`src/rtl/n101_subsys_gpio_irq_arb_pkg.sv`:
```
// Shared constants for the GPIO interrupt conditioner / arbiter.
package n101_subsys_gpio_irq_arb_pkg;

   localparam int GPIO_IRQ_NUM = 32;
   localparam int GPIO_ID_W    = 5;

   // Arbitration policy encodings
   localparam int ARB_FIXED = 0;
   localparam int ARB_RR    = 1;

   // Handshake FSM
   typedef enum logic [1:0] {
      ST_IDLE = 2'd0,
      ST_REQ  = 2'd1,
      ST_GAP  = 2'd2
   } arb_state_e;

endpackage

```
`src/rtl/n101_subsys_irq_rr_pick.sv`:
```
// Rotate-priority encoder: first set bit of req at or above start, wrapping
// modulo N. With start tied to 0 it degenerates to a lowest-index encoder.
module n101_subsys_irq_rr_pick #(
   parameter int N = 32,
   parameter int W = 5
) (
   input  logic [N-1:0] req,
   input  logic [W-1:0] start,
   output logic         any,
   output logic [W-1:0] idx
);

   logic [2*N-1:0] dbl;
   logic [N-1:0]   rot;
   logic [W:0]     sum;

   // Rotate req so bit 0 is the start position, find the lowest set bit,
   // then map the offset back to an absolute index with an explicit wrap at N.
   always_comb begin
      dbl = {req, req} >> start;
      rot = dbl[N-1:0];
      any = |rot;
      sum = '0;
      for (int k = N-1; k >= 0; k--) begin
         if (rot[k]) sum = {1'b0, start} + (W+1)'(k);
      end
      if (int'(sum) >= N) sum = sum - (W+1)'(N);
      idx = sum[W-1:0];
   end

endmodule

```
`src/rtl/n101_subsys_gpio_irq_arb.sv`:
```
// GPIO interrupt conditioning and serialisation onto a single CLIC input.
// Each line is synchronised, qualified as edge or level, and pending lines
// are granted one at a time through an irq_req / irq_ack handshake.
import n101_subsys_gpio_irq_arb_pkg::*;

module n101_subsys_gpio_irq_arb #(
   parameter int IRQ_NUM     = GPIO_IRQ_NUM,
   parameter int ID_W        = GPIO_ID_W,
   parameter int SYNC_STAGES = 2,
   parameter int ARB_MODE    = ARB_RR
) (
   input  logic               clk,
   input  logic               rst,
   input  logic [IRQ_NUM-1:0] gpio_irq,
   input  logic [IRQ_NUM-1:0] cfg_en,
   input  logic [IRQ_NUM-1:0] cfg_edge,
   output logic               irq_req,
   output logic [ID_W-1:0]    irq_id,
   input  logic               irq_ack,
   output logic [IRQ_NUM-1:0] irq_pend
);

   logic [IRQ_NUM-1:0] sync_q [SYNC_STAGES];
   logic [IRQ_NUM-1:0] prev_q;
   logic [IRQ_NUM-1:0] pend_q;
   logic [IRQ_NUM-1:0] s;
   logic [IRQ_NUM-1:0] rise;
   logic [IRQ_NUM-1:0] clr;
   logic [IRQ_NUM-1:0] eff;

   arb_state_e         state, state_nxt;
   logic [ID_W-1:0]    id_nxt;
   logic [ID_W-1:0]    rr_ptr, rr_nxt;
   logic [ID_W-1:0]    pick_start;
   logic [ID_W-1:0]    pick_idx;
   logic               pick_any;
   logic               ack_go;

   assign s    = sync_q[SYNC_STAGES-1];
   assign rise = s & ~prev_q & cfg_en & cfg_edge;
   assign clr  = ack_go ? (IRQ_NUM'(1) << irq_id) : '0;

   // Edge lines report the latch, level lines the live synchronised input.
   assign eff      = ((cfg_edge & pend_q) | (~cfg_edge & s)) & cfg_en;
   assign irq_pend = eff;
   assign irq_req  = (state == ST_REQ);

   // Synchroniser chain plus one-cycle delayed copy for edge detection.
   always_ff @(posedge clk) begin
      if (rst) begin
         for (int k = 0; k < SYNC_STAGES; k++) sync_q[k] <= '0;
         prev_q <= '0;
      end else begin
         sync_q[0] <= gpio_irq;
         for (int k = 1; k < SYNC_STAGES; k++) sync_q[k] <= sync_q[k-1];
         prev_q <= s;
      end
   end

   // Pending latch for edge lines: set beats clear so a new edge landing on
   // the ack cycle is kept; disabled or level lines hold 0.
   always_ff @(posedge clk) begin
      if (rst) pend_q <= '0;
      else     pend_q <= (rise | (pend_q & ~clr)) & cfg_en & cfg_edge;
   end

   assign pick_start = (ARB_MODE == ARB_RR) ? rr_ptr : '0;

   n101_subsys_irq_rr_pick #(
      .N (IRQ_NUM),
      .W (ID_W)
   ) u_pick (
      .req   (eff),
      .start (pick_start),
      .any   (pick_any),
      .idx   (pick_idx)
   );

   // Handshake state, granted ID and round-robin pointer registers.
   always_ff @(posedge clk) begin
      if (rst) begin
         state  <= ST_IDLE;
         irq_id <= '0;
         rr_ptr <= '0;
      end else begin
         state  <= state_nxt;
         irq_id <= id_nxt;
         rr_ptr <= rr_nxt;
      end
   end

   // Grant in IDLE, hold through REQ until ack, then one forced low cycle.
   always_comb begin
      state_nxt = state;
      id_nxt    = irq_id;
      rr_nxt    = rr_ptr;
      ack_go    = 1'b0;
      case (state)
         ST_IDLE: begin
            if (pick_any) begin
               id_nxt    = pick_idx;
               state_nxt = ST_REQ;
            end
         end
         ST_REQ: begin
            if (irq_ack) begin
               ack_go    = 1'b1;
               state_nxt = ST_GAP;
               if (ARB_MODE == ARB_RR)
                  rr_nxt = (irq_id == ID_W'(IRQ_NUM-1)) ? '0 : irq_id + 1'b1;
            end
         end
         ST_GAP:  state_nxt = ST_IDLE;
         default: state_nxt = ST_IDLE;
      endcase
   end

endmodule
```
`config.mk`:
```
export PLATFORM = sky130hd
export DESIGN_NAME = n101_subsys_gpio_irq_arb
export DESIGN_NICKNAME = d
export VERILOG_FILES = /design/src/rtl/n101_subsys_gpio_irq_arb_pkg.sv /design/src/rtl/n101_subsys_irq_rr_pick.sv /design/src/rtl/n101_subsys_gpio_irq_arb.sv
export SDC_FILE = /design/constraint.sdc
export NUM_CORES = 1
export LEC_CHECK = 0
export BUFFER_PORTS_ARGS = -buffer_cell sky130_fd_sc_hd__buf_4
export CAP_MARGIN = 5
export CORE_ASPECT_RATIO = 1.2
export CORE_MARGIN = 3
export CORE_UTILIZATION = 42
export CTS_CLUSTER_SIZE = 10
export DETAILED_ROUTE_END_ITERATION = 12
export MAX_ROUTING_LAYER = met4
export PLACE_DENSITY = 0.64
export SKIP_CTS_REPAIR_TIMING = 1
export SLEW_MARGIN = 40
export SYNTH_ARGS = -nofsm -noshare
export SYNTH_HDL_FRONTEND = slang
export SYNTH_SLANG_ARGS = --single-unit
```
`constraint.sdc`:
```
create_clock -name clk -period 5 [get_ports clk]
set_input_delay 1 -clock clk [delete_from_list [all_inputs] [get_ports clk]]
set_output_delay 1 -clock clk [all_outputs]
set_load 0.01 [all_outputs]
```
==> summary.md, run 1 <==
| Metric | Value |
|---|---|
| Outcome | `finished, final reports clean` |
| Reg-to-reg endpoint | `irq_id[4]` |
| Antenna cell count | `0` |
| WP data arrival | `~5.0 ns` |
| Worst-margin pin slew | `0.932 ns` |
| Slowest cell delay on critical path | `0.77 ns` |
| Fillcell total | `2,568` |
| DPL Wire Length | `39,400 um` |
| Post-Syn Area | `11,300 um^2` |
| WL final | `49,900 um` |
| FF-to-FF setup slack | `about 0.75 ns` |
| Combinational power share | `50.3%` |
| Internal power | `0.00284 W` |
| Yosys reg bits | `140` |
| Startpoint class of the critical path | `primary input` |
| Sw Pwr | `0.00224 W` |
| Period utilization | `92.8%` |
| Initial antenna violation count | `0` |
| Area delta synth->final | `19.9%` |
| R2r worst-path depth | `11` |
| Worst vdd ir | `267 uV` |
| Fin crit period | `4.64 ns` |
| CP dominant cell by count | `mux4_2` |
| Core area | `26,400 um^2` |
| Clk sinks | `140` |
| Clock-pin slew on the worst setup and hold paths | `approximately 0.07 ns` |
| Seq/Total Area, Yosys | `between 20% and 30%` |
| GP Congestion | `1.07` |
| H-tree Lvls | `4` |
| Gr ovfl total | `0` |
| Sequential share of power | `about a quarter` |
| Async S/R FF share, synth | `0%` |
| Worst reg2reg startpoint | `pick_start[1]` |
| Post-Syn Nets | `approximately 1,500` |
| Synth warn | `0` |
| Share of post-route cells with drive strength above 1 | `22.4%` |
| CP max stage cell | `mux2i_1` |
| Most common cell after layout, fill and taps aside | `buf_4` |
| Lkg Pwr | `5.45 nW` |
| WS Path Type | `in2reg` |
| Hold Path Stages | `1` |
| Total Neg Setup Slack | `0 ns` |
| Worst-path fanout max | `7` |
| PwrDens | `approximately 380 nW/um^2` |
| Crit end category | `flip-flop` |
| Residual DRC | `0` |
| Drt wl/cell | `26.7 um` |
| WHS | `0.436 ns` |
| Routed Antenna Nets | `0` |
| Synth area leader | `dfxtp_1` |
| Syn avg cell area | `just over 8 um^2` |
| Width of the die | `~160 um` |
| HP Class | `reg2reg` |
| Largest net degree at the start of global routing | `79` |
| Vias per cell | `6.53` |
| Vias | `12,200` |
| Total GRT Usage | `34.9%` |
| Slew Viols, Final | `0` |
| Die H | `around 190 um` |
| Final Hold Violating Endpoints | `0` |
| Area of the multi-input gates | `roughly 7800 um^2` |
| Post-synth EDFFs | `0` |
| # setup viols final | `0` |
| Final Net Count | `1,641` |
| 1st-iter DRT viols | `approximately 1,400` |
| Cell variety after synth | `95` |
| Later-pin clock latency in the skew report | `around 0.43 ns` |
| Initial Util | `42.8%` |
| Clock share of power | `25.0%` |
| CTS tree | `done` |
| Row count | `65` |
| Vias in the first global route | `roughly 12,000` |
| Ports | `137` |
| Num CTS Buffers | `17` |
| MaxCap Viol Count | `0` |
| Top cells by area, synth | `dfxtp_1 25%, mux4_2 6.2%, mux2i_1 5.7%` |
| Highest clock rate | `0.216 GHz` |
| Longest Clk Path Bufs | `2` |
| Die area | `28,900 um^2` |
| Critical Path Sink | `irq_id[4]` |
| Relative slew slack | `a little over a third` |
| Most frequent cells in the layout | `208 x buf_4, 135 x dfxtp_1, 117 x nor2_1, 116 x nand2_1, 101 x o21ai_0` |
| Crit path cell chain | `buf_4, mux2i_1, o32ai_2, mux4_2, mux4_2, a21oi_1, a31oi_1, nor3b_1, o2111ai_1, a31o_1, a211oi_2` |
| Switching share of total power | `44.1%` |
| Post-Synthesis Cells | `1,382` |
| Sequential cell area | `2810 um^2` |
| First-pass GRT wire length | `between 70,000 and 80,000 um` |
| Pre-Repair DR Iteration Count | `8` |
| Worst Setup SP | `cfg_edge[16]` |
| Unrepaired setup endpoints after global routing | `false` |
| Worst Path Required | `5.36 ns` |
| CTS Root Cell | `clkbuf_16` |
| Area share of the largest cell type after synthesis | `24.8%` |
| Clk_skew | `0.00908 ns` |
| Synth Flop Type | `dfxtp_1` |
| PortBufs | `~140` |
| Hold_sp | `sync_q[0][25]` |
==> power groups by stage <==
stage	Sequential (W)	Clock [W]	Combinational, W
2_1_floorplan	0.00124	0	0.00158
4_1_cts	0.00125	0.00128	0.00248
3_3_place_gp	0.00127	0	0.00248
6_report	0.00125	0.00127	0.00255
5_1_grt	0.00126	0.00133	0.00269
3_5_place_dp	0.00127	0	0.00247
==> cell type report <==
cell class / count / share of cell area [%]
multi-input cells: 1079 / 57.7
flip-flops and latches: 140 / 20.8
repair buffers: 212 / 12.1
clock buffers: 18 / 3.17
well taps: 335 / 3.10
inverters: 74 / 2.05
clock inverters: 14 / 1.12
==> kinds of logic after synthesis <==
kind of cell	count (synthesis)	share of synthesized area, %
AO/OA/AOI/OAI	417	27.3
adder cells (fa/ha/maj)	18	2.00
multiplexers	118	14.4
AND/OR/NAND/NOR	504	23.4
buffers and inverters	163	6.42
flip-flops	140	24.8
XOR/XNOR	22	1.71
==> per-layer routing <==
metal	wire (um)	GRT usage, %
met1	18800	39.9
met2	23100	55.4
met3	3430	4.53
met4	4600	26.9
met5	0	-
==> per-stage QoR <==
stage / std cells / worst slack, ns / total power [W] / util, % / cell area, um^2
floorplan: 1382 / 1.24 / 0.00282 / - / 11300
global placement: 1839 / 0.107 / 0.00375 / 48.9 / 12900
detailed placement: 1840 / 0.0891 / 0.00374 / 49.1 / 12900
CTS: 1872 / 0.542 / 0.00501 / 51.3 / 13500
global route: 1872 / 0.350 / 0.00527 / 51.4 / 13500
finish: 1872 / 0.361 / 0.00508 / 51.4 / 13500
==> registers in the layout, summed over array words and instances, names as in the netlist <==
name	count
state	2
pick_start	5
prev_q	32
sync_q	64
pend_q	32
irq_id	5
==> worst max-delay path: cells and delay by family <==
| kind | cells | cell delay, ns |
|---|---|---|
| buffers and inverters | 1 | 0.09 |
| AOI/OAI and AO/OA | 6 | 1.29 |
| and+or+nand+nor | 1 | 0.66 |
| muxes | 3 | 1.95 |
==> cell usage after synthesis, types with 6 or more instances <==
cell         n
dfxtp_1    140
nor2_1     117
nand2_1    116
o21ai_0    101
nor2b_1     89
inv_1       70
mux2i_1     64
a21oi_1     52
nand2b_1    46
clkbuf_1    38
o22ai_1     35
and4_1      34
mux4_2      31
o32ai_1     28
nor3_1      24
buf_2       23
o211ai_1    23
nand3_1     22
xnor2_1     19
ha_1        18
mux2_2      17
o221ai_1    17
buf_1       15
o22a_1      14
a31oi_1     10
and3_1      10
a211o_1      9
a21o_1       7
and2_1       7
nor4_1       7
o2111ai_1    7
o32a_1       7
buf_4        6
buf_6        6
or2_2        6
==> how the worst min path moves through the flow <==
stage | end | slack (ns)
floorplan | sync_q[0][32] | 0.41
global placement | sync_q[0][60] | 0.42
detailed placement | sync_q[0][60] | 0.42
CTS | sync_q[0][63] | 0.44
global route | sync_q[0][43] | 0.45
finish | sync_q[0][57] | 0.44
Power figures use the tool's default switching activity.
==> inputs of run 2 (changes only) <==
--- a/config.mk
+++ b/config.mk
@@ -5,6 +5,7 @@
 export SDC_FILE = /design/constraint.sdc
 export NUM_CORES = 1
 export LEC_CHECK = 0
+export ABC_AREA = 1
 export BUFFER_PORTS_ARGS = -buffer_cell sky130_fd_sc_hd__buf_4
 export CAP_MARGIN = 5
 export CORE_ASPECT_RATIO = 1.2
@@ -13,7 +14,7 @@
 export CTS_CLUSTER_SIZE = 10
 export DETAILED_ROUTE_END_ITERATION = 12
 export MAX_ROUTING_LAYER = met4
-export PLACE_DENSITY = 0.64
+export PLACE_DENSITY = 0.65
 export SKIP_CTS_REPAIR_TIMING = 1
 export SLEW_MARGIN = 40
 export SYNTH_ARGS = -nofsm -noshare
==> summary.md, run 2 <==
| Metric | Value |
|---|---|
| Highest clock rate | `0.244 GHz (was 0.216 GHz)` |
| Async S/R FF share, synth | `0% (unchanged)` |
| WL final | `33,900 um (was 49,900 um)` |
| Hold Path Stages | `2 (was 1)` |
| PnR worst setup slack | `0.897 ns (was 0.361 ns)` |
| Post-Syn Area | `9620 um^2 (was 11,300 um^2)` |
| Clk sinks | `140 (unchanged)` |
| Family with the most delay on the worst path | `simple AND/OR/NAND/NOR gates (was multiplexers)` |
| Clk_skew | `0.00798 ns (was 0.00908 ns)` |
| Crit path depth | `42 (was 11)` |
| Largest registers | `sync_q (64), pend_q (32), prev_q (32) (unchanged)` |
| Worst-margin pin slew | `0.820 ns (was 0.932 ns)` |
| Pre-Repair DR Iteration Count | `6 (was 8)` |
| WP data arrival | `4.39 ns (was 5.00 ns)` |
| WS Path Type | `reg2reg (was in2reg)` |
| Die area | `24,800 um^2 (was 28,900 um^2)` |
| Startpoint class of the critical path | `flip-flop (was primary input)` |
| Yosys reg bits | `140 (unchanged)` |
| Vias | `10,500 (was 12,200)` |
| Initial Util | `42.8% (about the same)` |
| Worst Path Required | `5.29 ns (was 5.36 ns)` |
| CP bufs+invs | `1 (unchanged)` |
| Largest net degree at the start of global routing | `58 (was 79)` |
| CTS tree | `done (unchanged)` |
| Crit end category | `flip-flop (unchanged)` |
| Reg with most FFs | `sync_q (unchanged)` |
| Area delta synth->final | `19.1% (was 19.9%)` |
| MaxCap Viol Count | `0 (unchanged)` |
| Area of the multi-input gates | `5510 um^2 (was 7800 um^2)` |
| Ports | `137 (unchanged)` |
| Final Net Count | `1,828 (was 1,641)` |
| PwrDens | `384 nW/um^2 (was 375 nW/um^2)` |
| Slew Viols, Final | `0 (unchanged)` |
| Num CTS Buffers | `17 (unchanged)` |
| Top cells by count, synth | `407 x nand2_1, 221 x inv_1, 221 x nand3_1 (was 140 x dfxtp_1, 117 x nor2_1, 116 x nand2_1)` |
| Longest Clk Path Bufs | `2 (unchanged)` |
| Synth warn | `0 (unchanged)` |
| Largest register FFs | `64 (unchanged)` |
| DPL Wire Length | `25,500 um (was 39,400 um)` |
| H-tree Lvls | `4 (unchanged)` |
| Syn avg cell area | `6.01 um^2 (was 8.16 um^2)` |
| Relative slew slack | `45.0% (was 36.1%)` |
| Setup Slack @ Placement | `0.524 ns (was 0.0891 ns)` |
| Later-pin clock latency in the skew report | `0.43 ns (about the same)` |
| Final Hold Violating Endpoints | `0 (unchanged)` |
| Seq/Total Area, Yosys | `29.1% (was 24.8%)` |
| PortBufs | `136 (unchanged)` |
| HP Class | `reg2reg (unchanged)` |
| Post-synth EDFFs | `0 (unchanged)` |
| Core area | `22,400 um^2 (was 26,400 um^2)` |
| # setup viols final | `0 (unchanged)` |
| Fin crit period | `4.10 ns (was 4.64 ns)` |
| Die H | `172 um (was 186 um)` |
| Total GRT Usage | `28.3% (was 34.9%)` |
| Synth Flop Type | `dfxtp_1 (unchanged)` |
| Synth area leader | `dfxtp_1 (unchanged)` |
| Fillcell total | `2,370 (was 2,568)` |
| Worst-path fanout max | `26 (was 7)` |
| Cell with the most instances after synthesis | `nand2_1 (was dfxtp_1)` |
| WHS | `0.398 ns (was 0.436 ns)` |
| First-pass GRT wire length | `53,300 um (was 74,100 um)` |
| 1st-iter DRT viols | `655 (was 1,402)` |
| Fin util | `51.0% (was 51.4%)` |
| Residual DRC | `0 (unchanged)` |
| Unrepaired setup endpoints after global routing | `false (unchanged)` |
| Sequential cell area | `2800 um^2 (was 2810 um^2)` |
| Drt wl/cell | `16.9 um (was 26.7 um)` |
| Row count | `60 (was 65)` |
| Outcome | `finished, final reports clean (unchanged)` |
| Post-Synthesis Cells | `1,601 (was 1,382)` |
| CP max stage cell | `dfxtp_2 (was mux2i_1)` |
| CTS Root Cell | `clkbuf_16 (unchanged)` |
| Total Neg Setup Slack | `0 ns (unchanged)` |
| Clock-pin slew on the worst setup and hold paths | `0.07 ns (about the same)` |
| Area share of the largest cell type after synthesis | `29.1% (was 24.8%)` |
| Post-Syn Nets | `1,718 (was 1,499)` |
| Design Area, Final | `11,500 um^2 (was 13,500 um^2)` |
| Gr ovfl total | `0 (unchanged)` |
| Vias in the first global route | `10,000 (was 12,000)` |
| Worst vdd ir | `205 uV (was 267 uV)` |
| Top cells by area, synth | `dfxtp_1 29%, nand2_1 16%, nand3_1 11% (was dfxtp_1 25%, mux4_2 6.2%, mux2i_1 5.7%)` |
| Most frequent cells in the layout | `407 x nand2_1, 221 x inv_1, 221 x nand3_1, 180 x a21oi_1, 172 x buf_4 (was 208 x buf_4, 135 x dfxtp_1, 117 x nor2_1, 116 x nand2_1, 101 x o21ai_0)` |
| Lkg Pwr | `5.79 nW (was 5.45 nW)` |
| Cell variety after synth | `43 (was 95)` |
| Period utilization | `82.1% (was 92.8%)` |
| CP dominant cell by count | `nand2_1 (was mux4_2)` |
| Initial antenna violation count | `0 (unchanged)` |
| R2r worst-path depth | `42 (was 11)` |
| Vias per cell | `5.25 (was 6.53)` |
| Most common cell after layout, fill and taps aside | `nand2_1 (was buf_4)` |
| Placed cell area | `10,900 um^2 (was 12,900 um^2)` |
| Share of post-route cells with drive strength above 1 | `15.8% (was 22.4%)` |
| GP Congestion | `0.970 (was 1.07)` |
| Routed Antenna Nets | `0 (unchanged)` |
| Width of the die | `144 um (was 156 um)` |
| Slowest cell delay on critical path | `0.60 ns (was 0.77 ns)` |
-- run 2: changes by cell type after synthesis, moves of 31 or more --
cell      before  now
a21oi_1       52  180
and4_1        34    0
inv_1         70  221
mux2i_1       64    2
mux4_2        31    0
nand2_1      116  407
nand2b_1      46    0
nand3_1       22  221
nor2b_1       89    0
o21ai_0      101   63
o22ai_1       35    0
-- run 2: worst reg2reg max path, delay by kind of cell, from the launching register on --
family,cells,cell delay (ns)
and+or+nand+nor,38,2.62
DFF,1,0.60
AOI/OAI and AO/OA,3,0.47
buffers and inverters,1,0.26
-- run 2: path summary, 6_finish.rpt --
check                 from       endpoint  slack [ns]
max reg2reg  pick_start[0]      irq_id[3]        0.90
min           sync_q[0][1]  sync_q[0][33]        0.40
min reg2reg   sync_q[0][1]  sync_q[0][33]        0.40
max          pick_start[0]      irq_id[3]        0.90
-- run 2: stage by stage --
step	instances	total power, W
finish	2003	0.00440
global route	2002	0.00471
floorplan	1601	0.00253
CTS	2002	0.00440
global placement	1971	0.00313
detailed placement	1971	0.00313
-- run 2: where the power goes --
group          internal, W  leakage (nW)  switching [W]
Sequential         0.00117          1.15      0.0000489
Clock             0.000702         0.275       0.000566
Combinational     0.000667          4.37        0.00125
Total              0.00254          5.79        0.00187
-- run 2: layout make-up --
cell class                      instances  area share [%]
Tap cell                              279            3.05
Inverter                              232            7.69
Timing Repair Buffer                  174            11.6
Multi-Input combinational cell       1146            48.1
Clock buffer                           17            3.71
Antenna cell                            1          0.0218
Clock inverter                         14            1.31
Sequential cell                       140            24.5
-- run 2: metal layers --
metal  part of all wire, %  track usage (%)  up-vias
li1                      -                -     5329
met1                    42             33.0     4800
met2                    49             48.0      318
met3                   5.2             5.28       72
met4                   3.9             11.3        0
met5                     0                -        -
-- run 2: cell families (layout without fill, tap and decap cells) --
logic type | count (synthesis) | in the layout | share of synthesized area, %
flops | 140 | 140 | 29.1
xor+xnor | 15 | 15 | 1.37
other cells | 0 | 1 | 0
simple gates | 840 | 840 | 38.5
buf+inv | 315 | 437 | 13.6
mux | 2 | 2 | 0.208
fa+ha+maj | 18 | 18 | 2.34
compound gates | 271 | 271 | 14.8
==> inputs of run 3 (changes only) <==
--- a/config.mk
+++ b/config.mk
@@ -5,7 +5,7 @@
 export SDC_FILE = /design/constraint.sdc
 export NUM_CORES = 1
 export LEC_CHECK = 0
-export ABC_AREA = 1
+export ABC_AREA = 0
 export BUFFER_PORTS_ARGS = -buffer_cell sky130_fd_sc_hd__buf_4
 export CAP_MARGIN = 5
 export CORE_ASPECT_RATIO = 1.2
@@ -14,7 +14,7 @@
 export CTS_CLUSTER_SIZE = 10
 export DETAILED_ROUTE_END_ITERATION = 12
 export MAX_ROUTING_LAYER = met4
-export PLACE_DENSITY = 0.65
+export PLACE_DENSITY = 0.64
 export SKIP_CTS_REPAIR_TIMING = 1
 export SLEW_MARGIN = 40
 export SYNTH_ARGS = -nofsm -noshare
==> constraint.sdc (replaced) <==
create_clock -name clk -period 4.3 [get_ports clk]
set_input_delay 0.86 -clock clk [delete_from_list [all_inputs] [get_ports clk]]
set_output_delay 0.86 -clock clk [all_outputs]
set_load 0.01 [all_outputs]
==> summary.md, run 3 (synthesized netlist as in run 1, its figures left out) <==
| Metric | Value |
|---|---|
| CTS tree | `done (unchanged)` |
| Period utilization | `98.0%` |
| Final Hold Violating Endpoints | `0 (unchanged)` |
| Antenna cell count | `0 (was 1)` |
| Area delta synth->final | `29.2% (was 19.1%)` |
| Later-pin clock latency in the skew report | `0.43 ns (about the same)` |
| PnR worst setup slack | `0.0847 ns (was 0.897 ns)` |
| Slew Viols, Final | `0 (unchanged)` |
| 1st-iter DRT viols | `1,363 (was 655)` |
| FF-to-FF setup slack | `0.21 ns (was 0.90 ns)` |
| Worst-path fanout max | `7 (was 26)` |
| Clock-pin slew on the worst setup and hold paths | `0.07 ns (about the same)` |
| CP max stage cell | `mux4_2 (was dfxtp_2)` |
| DPL Wire Length | `39,500 um (was 25,500 um)` |
| Highest clock rate | `~0.24 GHz` |
| Row count | `65 (was 60)` |
| Slowest cell delay on critical path | `0.53 ns (was 0.60 ns)` |
| Clk_skew | `0.00667 ns (was 0.00798 ns)` |
| CP dominant cell by count | `buf_4 (was nand2_1)` |
| Startpoint class of the critical path | `primary input (was flip-flop)` |
| Residual DRC | `0 (unchanged)` |
| Hold_sp | `sync_q[0][6] (was sync_q[0][1])` |
| Worst reg2reg startpoint | `pick_start[3] (was pick_start[0])` |
| Vias in the first global route | `12,400 (was 10,000)` |
| Ports | `137 (unchanged)` |
| Initial Util | `42.8% (about the same)` |
| WP data arrival | `4.53 ns (was 4.39 ns)` |
| Pre-Repair DR Iteration Count | `7 (was 6)` |
| PwrDens | `427 nW/um^2 (was 384 nW/um^2)` |
| Family with the most delay on the worst path | `compound AO/OA/AOI/OAI gates (was simple AND/OR/NAND/NOR gates)` |
| WHS | `0.434 ns (was 0.398 ns)` |
| Gr ovfl total | `0 (unchanged)` |
| WS Path Type | `in2reg (was reg2reg)` |
| GP Congestion | `1.06 (was 0.970)` |
| Most common cell after layout, fill and taps aside | `buf_4 (was nand2_1)` |
| Min-Delay Endpoint | `sync_q[0][38] (was sync_q[0][33])` |
| DP Cell Count | `1,984 (was 1,971)` |
| Worst-margin pin slew | `0.844 ns (was 0.820 ns)` |
| R2r worst-path depth | `12 (was 42)` |
| Share of post-route cells with drive strength above 1 | `29.1% (was 15.8%)` |
| Crit path cell chain | `buf_4, mux2i_1, o32ai_1, buf_4, mux4_2, a22o_1, a211oi_4, nand2_1, nor3_1, buf_4, and4_1, nor3_1, a311oi_1, nand3_1` |
| Fin crit period | `4.22 ns` |
| Vias | `12,800 (was 10,500)` |
| Design Area, Final | `14,600 um^2 (was 11,500 um^2)` |
| H-tree Lvls | `4 (unchanged)` |
| HP Class | `reg2reg (unchanged)` |
| Largest registers | `sync_q (64), pend_q (32), prev_q (32) (unchanged)` |
| Largest register FFs | `64 (unchanged)` |
| PortBufs | `136 (unchanged)` |
| Initial antenna violation count | `0 (unchanged)` |
| WL final | `50,200 um (was 33,900 um)` |
| # setup viols final | `0 (unchanged)` |
| Relative slew slack | `43.7% (was 45.0%)` |
| First-pass GRT wire length | `75,500 um (was 53,300 um)` |
| Reg-to-reg endpoint | `irq_id[3] (unchanged)` |
| Width of the die | `156 um (was 144 um)` |
| Longest Clk Path Bufs | `2 (unchanged)` |
| Unrepaired setup endpoints after global routing | `false (unchanged)` |
| Setup Slack @ Placement | `-0.460 ns (was 0.524 ns)` |
| Die area | `28,900 um^2 (was 24,800 um^2)` |
| MaxCap Viol Count | `0 (unchanged)` |
| Worst vdd ir | `476 uV (was 205 uV)` |
| Reg with most FFs | `sync_q (unchanged)` |
| Clk sinks | `140 (unchanged)` |
| Largest net degree at the start of global routing | `87 (was 58)` |
| Post-route insts no fill | `2,015 (was 2,003)` |
| Most frequent cells in the layout | `351 x buf_4, 135 x dfxtp_1, 117 x nor2_1, 116 x nand2_1, 101 x o21ai_0 (was 407 x nand2_1, 221 x inv_1, 221 x nand3_1, 180 x a21oi_1, 172 x buf_4)` |
| Routed Antenna Nets | `0 (unchanged)` |
| Num CTS Buffers | `17 (unchanged)` |
| Hold Path Stages | `1 (was 2)` |
| Total GRT Usage | `35.3% (was 28.3%)` |
| Core area | `26,400 um^2 (was 22,400 um^2)` |
| Total Neg Setup Slack | `0 ns (unchanged)` |
| Worst Path Required | `4.62 ns (was 5.29 ns)` |
| Placed cell area | `14,000 um^2 (was 10,900 um^2)` |
| Vias per cell | `6.33 (was 5.25)` |
| Outcome | `finished, final reports clean (unchanged)` |
| Drt wl/cell | `24.9 um (was 16.9 um)` |
| Crit end category | `flip-flop (unchanged)` |
| CP bufs+invs | `3 (was 1)` |
| Die H | `186 um (was 172 um)` |
| Lkg Pwr | `6.09 nW (was 5.79 nW)` |
| CTS Root Cell | `clkbuf_16 (unchanged)` |
| Final Net Count | `1,785 (was 1,828)` |
[run 3: metrics by stage]
step	total power (W)	utilization, %
2_1_floorplan	0.00328	-
3_3_place_gp	0.00468	53.1
3_5_place_dp	0.00468	53.1
4_1_cts	0.00613	55.2
5_1_grt	0.00649	55.3
6_report	0.00622	55.3
[run 3: power breakdown]
group | switching (W) | leakage, nW | internal, W
logic | 0.00193 | 4.66 | 0.00140
registers | 0.0000840 | 1.15 | 0.00137
clock network | 0.000620 | 0.276 | 0.000822
[run 3: area by class of cell]
class                      count  area, um^2
timing repair buffer         356        2730
sequential                   140        2810
clock inverter                13         131
tap                          335         419
clock buffer                  18         439
multi-input combinational   1079        7780
fill                        2556       11800
inverter                      74         278
[run 3: worst max-delay path by stage]
stage                 start        end  slack [ns]  cells after the start
3_5_place_dp    cfg_edge[5]  irq_id[2]       -0.46                     14
2_1_floorplan  cfg_edge[19]  irq_id[3]        0.68                     11
5_1_grt        cfg_edge[17]  irq_id[2]       0.009                     13
6_report       cfg_edge[17]  irq_id[3]        0.08                     14
4_1_cts        cfg_edge[17]  irq_id[2]       -0.02                     13
3_3_place_gp    cfg_edge[6]  irq_id[2]       -0.37                     13
[run 3: metal layers]
metal  routed length, um  global-route usage [%]  part of all wire (%)
met4                4060                    24.7                   8.1
met3                3710                    4.42                   7.4
met2               23600                    56.3                    47
met5                   0                       -                     0
met1               18900                    41.4                    38
[run 3: worst reg2reg max path, stage by stage, from the launching register on]
cell and delay [ns]:
dfxtp_2 0.38, inv_2 0.56, mux2_2 0.46, mux4_2 0.52, buf_4 0.19, a221oi_4 0.35, nand2_1 0.13, nor3_1 0.37
buf_4 0.19, and4_1 0.29, nor3_1 0.08, a311oi_1 0.34, nand3_1 0.11
